$ cat config.mk
export PLATFORM = sky130hd
export DESIGN_NAME = instruction_sequencer
export DESIGN_NICKNAME = d
export VERILOG_FILES = /design/src/rtl/tiny_cpu_pkg.sv /design/src/rtl/program_store.sv /design/src/rtl/instruction_sequencer.sv
export SDC_FILE = /design/constraint.sdc
export NUM_CORES = 1
export LEC_CHECK = 0
export CORE_ASPECT_RATIO = 1.75
export CORE_MARGIN = 5
export CORE_UTILIZATION = 35
export DETAILED_ROUTE_END_ITERATION = 12
export PLACE_DENSITY = 0.52
export RECOVER_POWER = 100
export SETUP_SLACK_MARGIN = 0.3
export SLEW_MARGIN = 15
export SYNTH_ARGS = -nofsm -noshare
export SYNTH_HDL_FRONTEND = slang
export SYNTH_SLANG_ARGS = --single-unit
$ cat constraint.sdc
create_clock -name clk -period 2.5 [get_ports clk]
set_input_delay 0.5 -clock clk [delete_from_list [all_inputs] [get_ports clk]]
set_output_delay 0.5 -clock clk [all_outputs]
set_load 0.01 [all_outputs]
$ cat src/rtl/tiny_cpu_pkg.sv
// Shared Tiny-CPU definitions: sequencer states, the HALT opcode and the
// opcode values understood by the instruction decoder.
package tiny_cpu_pkg;

    localparam logic [3:0] HALT_OPCODE = 4'hF;

    // Decoder opcodes 0..12; 13 and 14 are unassigned, 15 is HALT.
    localparam logic [3:0] OPC_NOP   = 4'h0;
    localparam logic [3:0] OPC_LDA   = 4'h1;
    localparam logic [3:0] OPC_LDB   = 4'h2;
    localparam logic [3:0] OPC_ADD   = 4'h3;
    localparam logic [3:0] OPC_SUB   = 4'h4;
    localparam logic [3:0] OPC_AND   = 4'h5;
    localparam logic [3:0] OPC_OR    = 4'h6;
    localparam logic [3:0] OPC_XOR   = 4'h7;
    localparam logic [3:0] OPC_NOT   = 4'h8;
    localparam logic [3:0] OPC_SHL   = 4'h9;
    localparam logic [3:0] OPC_SHR   = 4'hA;
    localparam logic [3:0] OPC_OUT   = 4'hB;
    localparam logic [3:0] OPC_JMP   = 4'hC;

    typedef enum logic [2:0] {
        IDLE      = 3'd0,
        FETCH     = 3'd1,
        EXEC      = 3'd2,
        WAIT_STEP = 3'd3,
        HALTED    = 3'd4
    } seq_state_e;

endpackage

$ cat src/rtl/program_store.sv
// Program memory for the sequencer: register array with synchronous write,
// combinational read, and every word reset to the HALT opcode.
module program_store
    import tiny_cpu_pkg::*;
#(
    parameter int                ADDR_W     = 4,
    parameter int                DATA_W     = 4,
    parameter logic [DATA_W-1:0] RESET_WORD = DATA_W'(HALT_OPCODE)
) (
    input  logic              clk,
    input  logic              reset,
    input  logic              we,
    input  logic [ADDR_W-1:0] waddr,
    input  logic [DATA_W-1:0] wdata,
    input  logic [ADDR_W-1:0] raddr,
    output logic [DATA_W-1:0] rdata
);

    localparam int DEPTH = 2 ** ADDR_W;

    logic [DATA_W-1:0] mem_q [DEPTH];
    logic [DATA_W-1:0] mem_d [DEPTH];

    // Next contents: one word replaced when a write is accepted.
    always_comb begin
        mem_d = mem_q;
        if (we) begin
            mem_d[waddr] = wdata;
        end else begin
            mem_d = mem_q;
        end
    end

    // Storage array, cleared to RESET_WORD so an unloaded program halts at once.
    always_ff @(posedge clk) begin
        if (reset) begin
            for (int i = 0; i < DEPTH; i++) begin
                mem_q[i] <= RESET_WORD;
            end
        end else begin
            mem_q <= mem_d;
        end
    end

    assign rdata = mem_q[raddr];

endmodule

$ cat src/rtl/instruction_sequencer.sv
// Fetch stage for the Tiny-CPU: walks the program store, presents one opcode at
// a time to the decoder, with free-run, single-step, stop and HALT handling.
module instruction_sequencer #(
    parameter int                ADDR_W      = 4,
    parameter int                DATA_W      = 4,
    parameter int                HOLD_CYCLES = 1,
    parameter logic [DATA_W-1:0] HALT_OPCODE = DATA_W'(tiny_cpu_pkg::HALT_OPCODE)
) (
    input  logic              clk,
    input  logic              reset,
    input  logic              start,
    input  logic              stop,
    input  logic              step_mode,
    input  logic              step,
    input  logic              prog_we,
    input  logic [ADDR_W-1:0] prog_addr,
    input  logic [DATA_W-1:0] prog_data,
    output logic [DATA_W-1:0] instruction,
    output logic              instr_valid,
    output logic [ADDR_W-1:0] pc,
    output logic              busy,
    output logic              halted
);

    import tiny_cpu_pkg::*;

    localparam int               HOLD_W    = $clog2(HOLD_CYCLES) + 1;
    localparam logic [HOLD_W-1:0] HOLD_LAST = HOLD_W'(HOLD_CYCLES - 1);

    seq_state_e        state_q, state_d;
    logic [ADDR_W-1:0] pc_q, pc_d;
    logic [DATA_W-1:0] instruction_q, instruction_d;
    logic              instr_valid_q, instr_valid_d;
    logic [HOLD_W-1:0] hold_q, hold_d;
    logic              busy_q, busy_d;
    logic              halted_q, halted_d;

    logic              store_we_s;
    logic              stop_take_s;
    logic [DATA_W-1:0] store_rdata_s;

    // The store is writable only while no program is being sequenced.
    assign store_we_s  = prog_we && ((state_q == IDLE) || (state_q == HALTED));
    assign stop_take_s = stop && (state_q != IDLE);

    program_store #(
        .ADDR_W     (ADDR_W),
        .DATA_W     (DATA_W),
        .RESET_WORD (HALT_OPCODE)
    ) u_store (
        .clk   (clk),
        .reset (reset),
        .we    (store_we_s),
        .waddr (prog_addr),
        .wdata (prog_data),
        .raddr (pc_q),
        .rdata (store_rdata_s)
    );

    // Next-state, pc, hold counter and opcode; stop overrides every state.
    always_comb begin
        state_d       = state_q;
        pc_d          = pc_q;
        instruction_d = instruction_q;
        hold_d        = hold_q;
        instr_valid_d = 1'b0;
        if (stop_take_s) begin
            state_d = IDLE;
        end else begin
            case (state_q)
                IDLE: begin
                    if (start && !stop) begin
                        pc_d    = {ADDR_W{1'b0}};
                        state_d = FETCH;
                    end else begin
                        state_d = IDLE;
                    end
                end
                FETCH: begin
                    if (store_rdata_s == HALT_OPCODE) begin
                        state_d = HALTED;
                    end else begin
                        instruction_d = store_rdata_s;
                        hold_d        = {HOLD_W{1'b0}};
                        state_d       = EXEC;
                    end
                end
                EXEC: begin
                    // instr_valid is registered, so it trails the EXEC cycles by one.
                    instr_valid_d = 1'b1;
                    if (hold_q == HOLD_LAST) begin
                        pc_d    = pc_q + ADDR_W'(1);
                        state_d = step_mode ? WAIT_STEP : FETCH;
                    end else begin
                        hold_d  = hold_q + HOLD_W'(1);
                    end
                end
                WAIT_STEP: begin
                    if (step) begin
                        state_d = FETCH;
                    end else begin
                        state_d = WAIT_STEP;
                    end
                end
                HALTED: begin
                    if (start) begin
                        pc_d    = {ADDR_W{1'b0}};
                        state_d = FETCH;
                    end else begin
                        state_d = HALTED;
                    end
                end
                default: begin
                    state_d = IDLE;
                end
            endcase
        end
        busy_d   = (state_d == FETCH) || (state_d == EXEC) || (state_d == WAIT_STEP);
        halted_d = (state_d == HALTED);
    end

    // State, pc, opcode and status registers.
    always_ff @(posedge clk) begin
        if (reset) begin
            state_q       <= IDLE;
            pc_q          <= {ADDR_W{1'b0}};
            instruction_q <= {DATA_W{1'b0}};
            instr_valid_q <= 1'b0;
            hold_q        <= {HOLD_W{1'b0}};
            busy_q        <= 1'b0;
            halted_q      <= 1'b0;
        end else begin
            state_q       <= state_d;
            pc_q          <= pc_d;
            instruction_q <= instruction_d;
            instr_valid_q <= instr_valid_d;
            hold_q        <= hold_d;
            busy_q        <= busy_d;
            halted_q      <= halted_d;
        end
    end

    assign instruction = instruction_q;
    assign instr_valid = instr_valid_q;
    assign pc          = pc_q;
    assign busy        = busy_q;
    assign halted      = halted_q;

endmodule
## Word-level counts from Yosys, hierarchy flattened

Index checks and enable logic that the tools add are counted.

- Add/subtract/negate cells: 2
- Reduce and logical (&&, ||, !) cells: 16
- Muxes and demuxes: 22
- Eq/ne operators: 13
- Magnitude comparators: 3
- Bitwise logic cells: 4

Operator list:

| kind | count |
|---|---|
| bitwise mux 64 bit | 1 |
| two-way mux 4 bit | 6 |
| binary-select mux 4 bit (select 4 bit) | 1 |
| demux 4 bit (select 4 bit) | 1 |
| case mux 3 bit (5 select lines) | 1 |
| == test 3 x 2 -> 1 bit, second input constant | 4 |
| two-way mux 3 bit | 4 |
| case mux 4 bit (3 select lines) | 1 |
| >= comparator 5 bit, second input constant | 2 |
| NOT 4 -> 5 bit | 2 |
| == test 3 x 1 -> 1 bit, second input constant | 2 |
| == test 3 bit, second input constant | 2 |
| != test 2 bit, second input constant | 3 |
| AND reduction 3 bit | 2 |
| nonzero test 3 bit | 2 |
| < comparator 5 x 1 -> 1 bit, second input constant | 1 |
| AND reduction 5 bit | 1 |
| adder 4 x 1 -> 4 bit, second input constant | 1 |
| == test 4 bit, second input constant | 1 |
| logical AND 1 bit | 4 |
| two-way mux 1 bit | 4 |
| two-way mux 2 bit | 2 |
| zero test 3 bit | 1 |
| logical OR 1 bit | 3 |
| other kinds (7) | 8 |

- Input bits: 15
- Register bits after elaboration: 79
- Logic and storage cells: 83
- Output and inout port bits: 11

## Logic depth before layout (Yosys ltp)

- Word-level depth: 11
- Gate-level depth with buffers: 7
- Depth with buffers taken out: 5

## Hierarchy

A second synthesis with hierarchy kept.

- Cell total of the unflattened synthesis: 350
- Area, all modules: 3,634.7 µm²

By module, submodules not included:

| module | cells each | seq. area each (µm²) | times used | area each (µm²) |
|---|---|---|---|---|
| program_store | 282 | 1,281.2 | 1 | 3,019.1 |
| instruction_sequencer | 68 | 280.3 | 1 | 615.6 |

## Worst setup path before layout

Ideal clock, no wire load.

- Path kind: reg-to-reg
- Start point: reg pc_q[0], in the netlist pc[0]
- End point: reg instruction_q[0], in the netlist instruction[0]
- Clock period less this slack: 1.832 ns
- Slack: 0.668 ns
- Required time: 2.380 ns
- Arrival time: 1.712 ns
- Path buffers: 2
- Cell stages (with the launch flop): 8
- Setup time: 0.120 ns
- Cells stage by stage: dfxtp_1 buf_6 buf_12 mux4_2 a22oi_2 and3_4 a211oi_1 o31a_1

- Longest elaborated chain between the ends: 7

RTL lines:

| item | RTL line | text |
|---|---|---|
| start, declared | instruction_sequencer.sv:31 | `logic [ADDR_W-1:0] pc_q, pc_d;` |
| start signal, assigned | instruction_sequencer.sv:126 | `pc_q <= {ADDR_W{1'b0}};` |
| start signal, assigned | instruction_sequencer.sv:134 | `pc_q <= pc_d;` |
| NOT 4 -> 5 bit (implied by the code) (*) | program_store.sv:45 | `assign rdata = mem_q[raddr];` |
| binary-select mux 4 bit (select 4 bit) (*) | program_store.sv:45 |  |
| two-way mux 4 bit (implied by the code) (*) (2 in a row) | program_store.sv:45 |  |
| == test 4 bit | instruction_sequencer.sv:80 | `if (store_rdata_s == HALT_OPCODE) begin` |
| NOT 1 bit (no line) | - |  |
| AND reduction 3 bit (no line) | - |  |
| end signal, assigned | instruction_sequencer.sv:127 | `instruction_q <= {DATA_W{1'b0}};` |
| end signal, assigned | instruction_sequencer.sv:135 | `instruction_q <= instruction_d;` |
| end, declared | instruction_sequencer.sv:32 | `logic [DATA_W-1:0] instruction_q, instruction_d;` |

Mark *: on every way between the ends. The rest lies on a longest branch, timed or not. The select of a mux whose other input is x is not followed.
A chain may end at the register's enable or synchronous reset.

## Worst setup path in the final report

- Start point: reg pc_q[3], in the netlist pc[3]
- End point: out pc[3]

RTL lines:

| item | RTL line | text |
|---|---|---|
| end, declared | instruction_sequencer.sv:20 | `output logic [ADDR_W-1:0] pc,` |

No word-level cell between the ends.

==> flow_metrics.py <==
metrics = {
    "outcome": {
        "outcome": "finished clean",
    },
    "sta": {
        "finalCritPeriodShare_pct": 86.8,
        "setup_tns_ns": 0,
        "slew_headroom_pct": 51.6,
        "fin_skew_ns": 0.00742,
        "final-max-slew-violation-count": 0,
        "period_minus_slack_ns": 2.17,
        "rsz0062_at_grt": "no",
        "final-setup-viol-count": 0,
        "layout_setup_ws_ns": 0.330,
        "hold_viol": 0,
        "tightestPinTransition_ns": 0.722,
        "fmax_mhz": 461,
    },
    "grt": {
        "grt_overflow": 0,
        "grt_max_degree": 34,
        "grt_pass1_wl_um": 15100,
        "grtUsageTotal_pct": 15.5,
        "grt_pass1_vias": 2803,
        "antenna_found_initial": 0,
    },
    "power": {
        "leakage_nw": 1.61,
        "p_per_area_nw_per_um2": 665,
        "irDropWorstVdd_v": 0.000313,
    },
    "min_path": {
        "worstHoldEndpoint": "u_store.mem_q[3]$_SDFFE_PP1P_",
        "holdCritStartpoint": "u_store.mem_q[3]$_SDFFE_PP1P_",
        "min_path_type": "reg2reg",
        "hold_path_depth": 1,
    },
    "finish": {
        "nFillCells": 1020,
        "area_delta_synth_final_pct": 19.8,
        "antenna_cells": 0,
        "final_nets": 414,
        "drive_gt1_share_pct": 12.9,
        "final_cell_mix": "78 x dfxtp_1, 36 x a211o_1, 33 x nand2_1, 33 x nor2b_1, 25 x nand3_1",
        "final_common_cell": "dfxtp_1",
    },
    "synth": {
        "synth.distinct_cells": 43,
        "synth.area.top_cells": "dfxtp_1 42%, a211o_1 8.5%, mux4_1 5.7%, nor2b_1 5.6%, mux4_2 4.9%",
        "yosysWarnings": 0,
        "async_flop_share_pct": 0,
        "seq_area_frac_synth_pct": 42.1,
        "ys_ff_latch": 78,
        "yosysTopAreaCell": "dfxtp_1",
        "syn-num-nets": 380,
        "synth_area_per_cell_um2": 10.2,
        "synth-edff-count": 0,
        "synth_ff_type": "dfxtp_1",
        "syn_inst": 364,
        "synthesis.area_um2": 3710,
        "synth.top_cell.area_share_pct": 42.1,
    },
    "route": {
        "wl_per_cell_um": 17.7,
        "drcViolationCount": 0,
        "dr_wl_met3_um": 321,
        "ant_nets": 0,
        "vias_per_cell": 5.31,
        "m1WireLength_um": 3890,
        "wl_met2_um": 5010,
        "drtIter0Drc": 153,
        "topRoutingLayerUsed": "met4",
        "wirelength_um": 9390,
        "firstDrtPassIters": 4,
        "num_vias": 2816,
    },
    "placed_design": {
        "detailed_place_hpwl_um": 6600,
        "post-place-ws_ns": 0.243,
        "gp_congestion": 0.735,
        "portBuffers": 25,
    },
    "worst_setup_path": {
        "r2r-end": "state_q[2]$_SDFF_PP0_",
        "r2r_setup_slack_ns": 0.41,
        "r2r_cells": 6,
        "end_kind": "output pin",
        "criticalPathCategory": "reg2out",
        "worst_setup_path_start_kind": "flip-flop",
        "path_delay_family": "flip-flops",
        "crit_slowest_cell": "dfxtp_1",
        "cp_max_fo": 12,
        "path_buf_inv": 1,
        "reg2reg_from": "pc[0]$_SDFFE_PP0P_",
        "path_cells": "clkdlybuf4s50_1",
        "crit_arrival_ns": 1.67,
        "critPathMaxStageDelay_ns": 0.69,
        "required_ns": 2.00,
    },
    "floorplanning": {
        "fp-row-count": 49,
        "die-area_um2": 12800,
        "core-area_um2": 10400,
        "die_w_um": 87.8,
        "io_pins": 26,
        "die_h_um": 146,
        "start_util_pct": 35.8,
    },
    "clock_network": {
        "cts_buffer_depth": 2,
        "clock_tree.root_cell": "clkbuf_16",
        "cts.sinks": 78,
        "tritoncts": "built",
        "clk_latency_ns": 0.33,
        "cts_setup_buffers": 0,
        "cts_buffers": 9,
        "htree_num_levels": 3,
        "clkSlewWorstSetupHoldPaths_ns": 0.06,
    },
    "flow_run": {
        "drv_cap": 0,
    },
}
-- layout make-up --
type,count,area [µm²],area share (%)
tap,127,159,3.57
sequential,78,1560,35.1
clock buffer,13,270,6.08
multi-input combinational,256,1970,44.2
clock inverter,3,65.1,1.46
inverter,5,18.8,0.422
timing repair buffer,48,405,9.12
-- cells in the mapped netlist, types with 2 or more instances --
library cell   n
inv_1          5
nor2_1        24
nand2_1       33
mux4_1         8
mux4_2         8
buf_6          3
buf_2          3
nand3_1       25
o31ai_1        2
dfxtp_1       78
nor2b_1       33
or2_4          2
nor4b_2        2
nand4b_1       2
mux2i_1       10
a22oi_1        2
nand3b_1      20
nor2_2         3
a211o_1       36
clkbuf_1      18
o31a_1         4
xor2_1         2
and3_4         3
nand2b_1      15
a211oi_1       4
nor3_2         2
-- where the power goes --
| group | total, W | switching (W) | internal (W) | leakage [nW] |
|---|---|---|---|---|
| clock network | 0.00146 | 0.000500 | 0.000955 | 0.166 |
| registers | 0.00128 | 0.0000119 | 0.00127 | 0.634 |
| logic | 0.000219 | 0.000121 | 0.0000987 | 0.816 |
| total | 0.00295 | 0.000633 | 0.00232 | 1.61 |
-- cells by family after synthesis --
family	after synthesis	synth area share, %
AOI/OAI and AO/OA	56	13.1
xor gates and xnor gates	3	0.708
adders and majority gates	1	0.337
buffers and inverters	30	4.18
DFF	78	42.1
muxes	27	13.6
and+or+nand+nor	169	26.0
-- worst max-delay path by stage --
stage / from / to / cells after the start
after CTS: pc[2]$_SDFFE_PP0P_ / pc[2] / 2
after detailed placement: prog_we / u_store.mem_q[49]$_SDFFE_PP1P_ / 6
final: pc[3]$_SDFFE_PP0P_ / pc[3] / 1
after global routing: prog_we / u_store.mem_q[44]$_SDFFE_PP1P_ / 7
after floorplan: pc[0]$_SDFFE_PP0P_ / instruction[0]$_SDFFE_PP0P_ / 7
after global placement: prog_addr[0] / u_store.mem_q[54]$_SDFFE_PP1P_ / 5
-- per-stage QoR --
step / util [%] / std cells / area (µm²) / hold WS, ns / power (W)
floorplan: - / 364 / 3710 / 0.427 / 0.00145
global route: 42.9 / 530 / 4450 / 0.485 / 0.00307
global placement: 40.2 / 514 / 4160 / 0.438 / 0.00153
detailed placement: 40.2 / 514 / 4160 / 0.449 / 0.00154
CTS: 43.4 / 530 / 4500 / 0.462 / 0.00300
finish: 42.9 / 530 / 4450 / 0.459 / 0.00295
-- registers in the layout, summed over array words and instances (netlist names) --
| name | count |
|---|---|
| busy | 1 |
| instruction | 4 |
| pc | 4 |
| halted | 1 |
| instr_valid | 1 |
| state_q | 3 |
| u_store.mem_q | 64 |
-- layer usage --
layer	track usage, %	up-vias
met5	0	-
met4	5.84	0
met3	2.87	13
met2	27.7	50
met1	17.8	1362
li1	-	1391
-- what timing repair did --
action,4_1_cts,5_1_grt
hold buffers,0,0
gates resized for setup,1,0
setup endpoints to repair,1,0
Power figures use the tool's default switching activity.
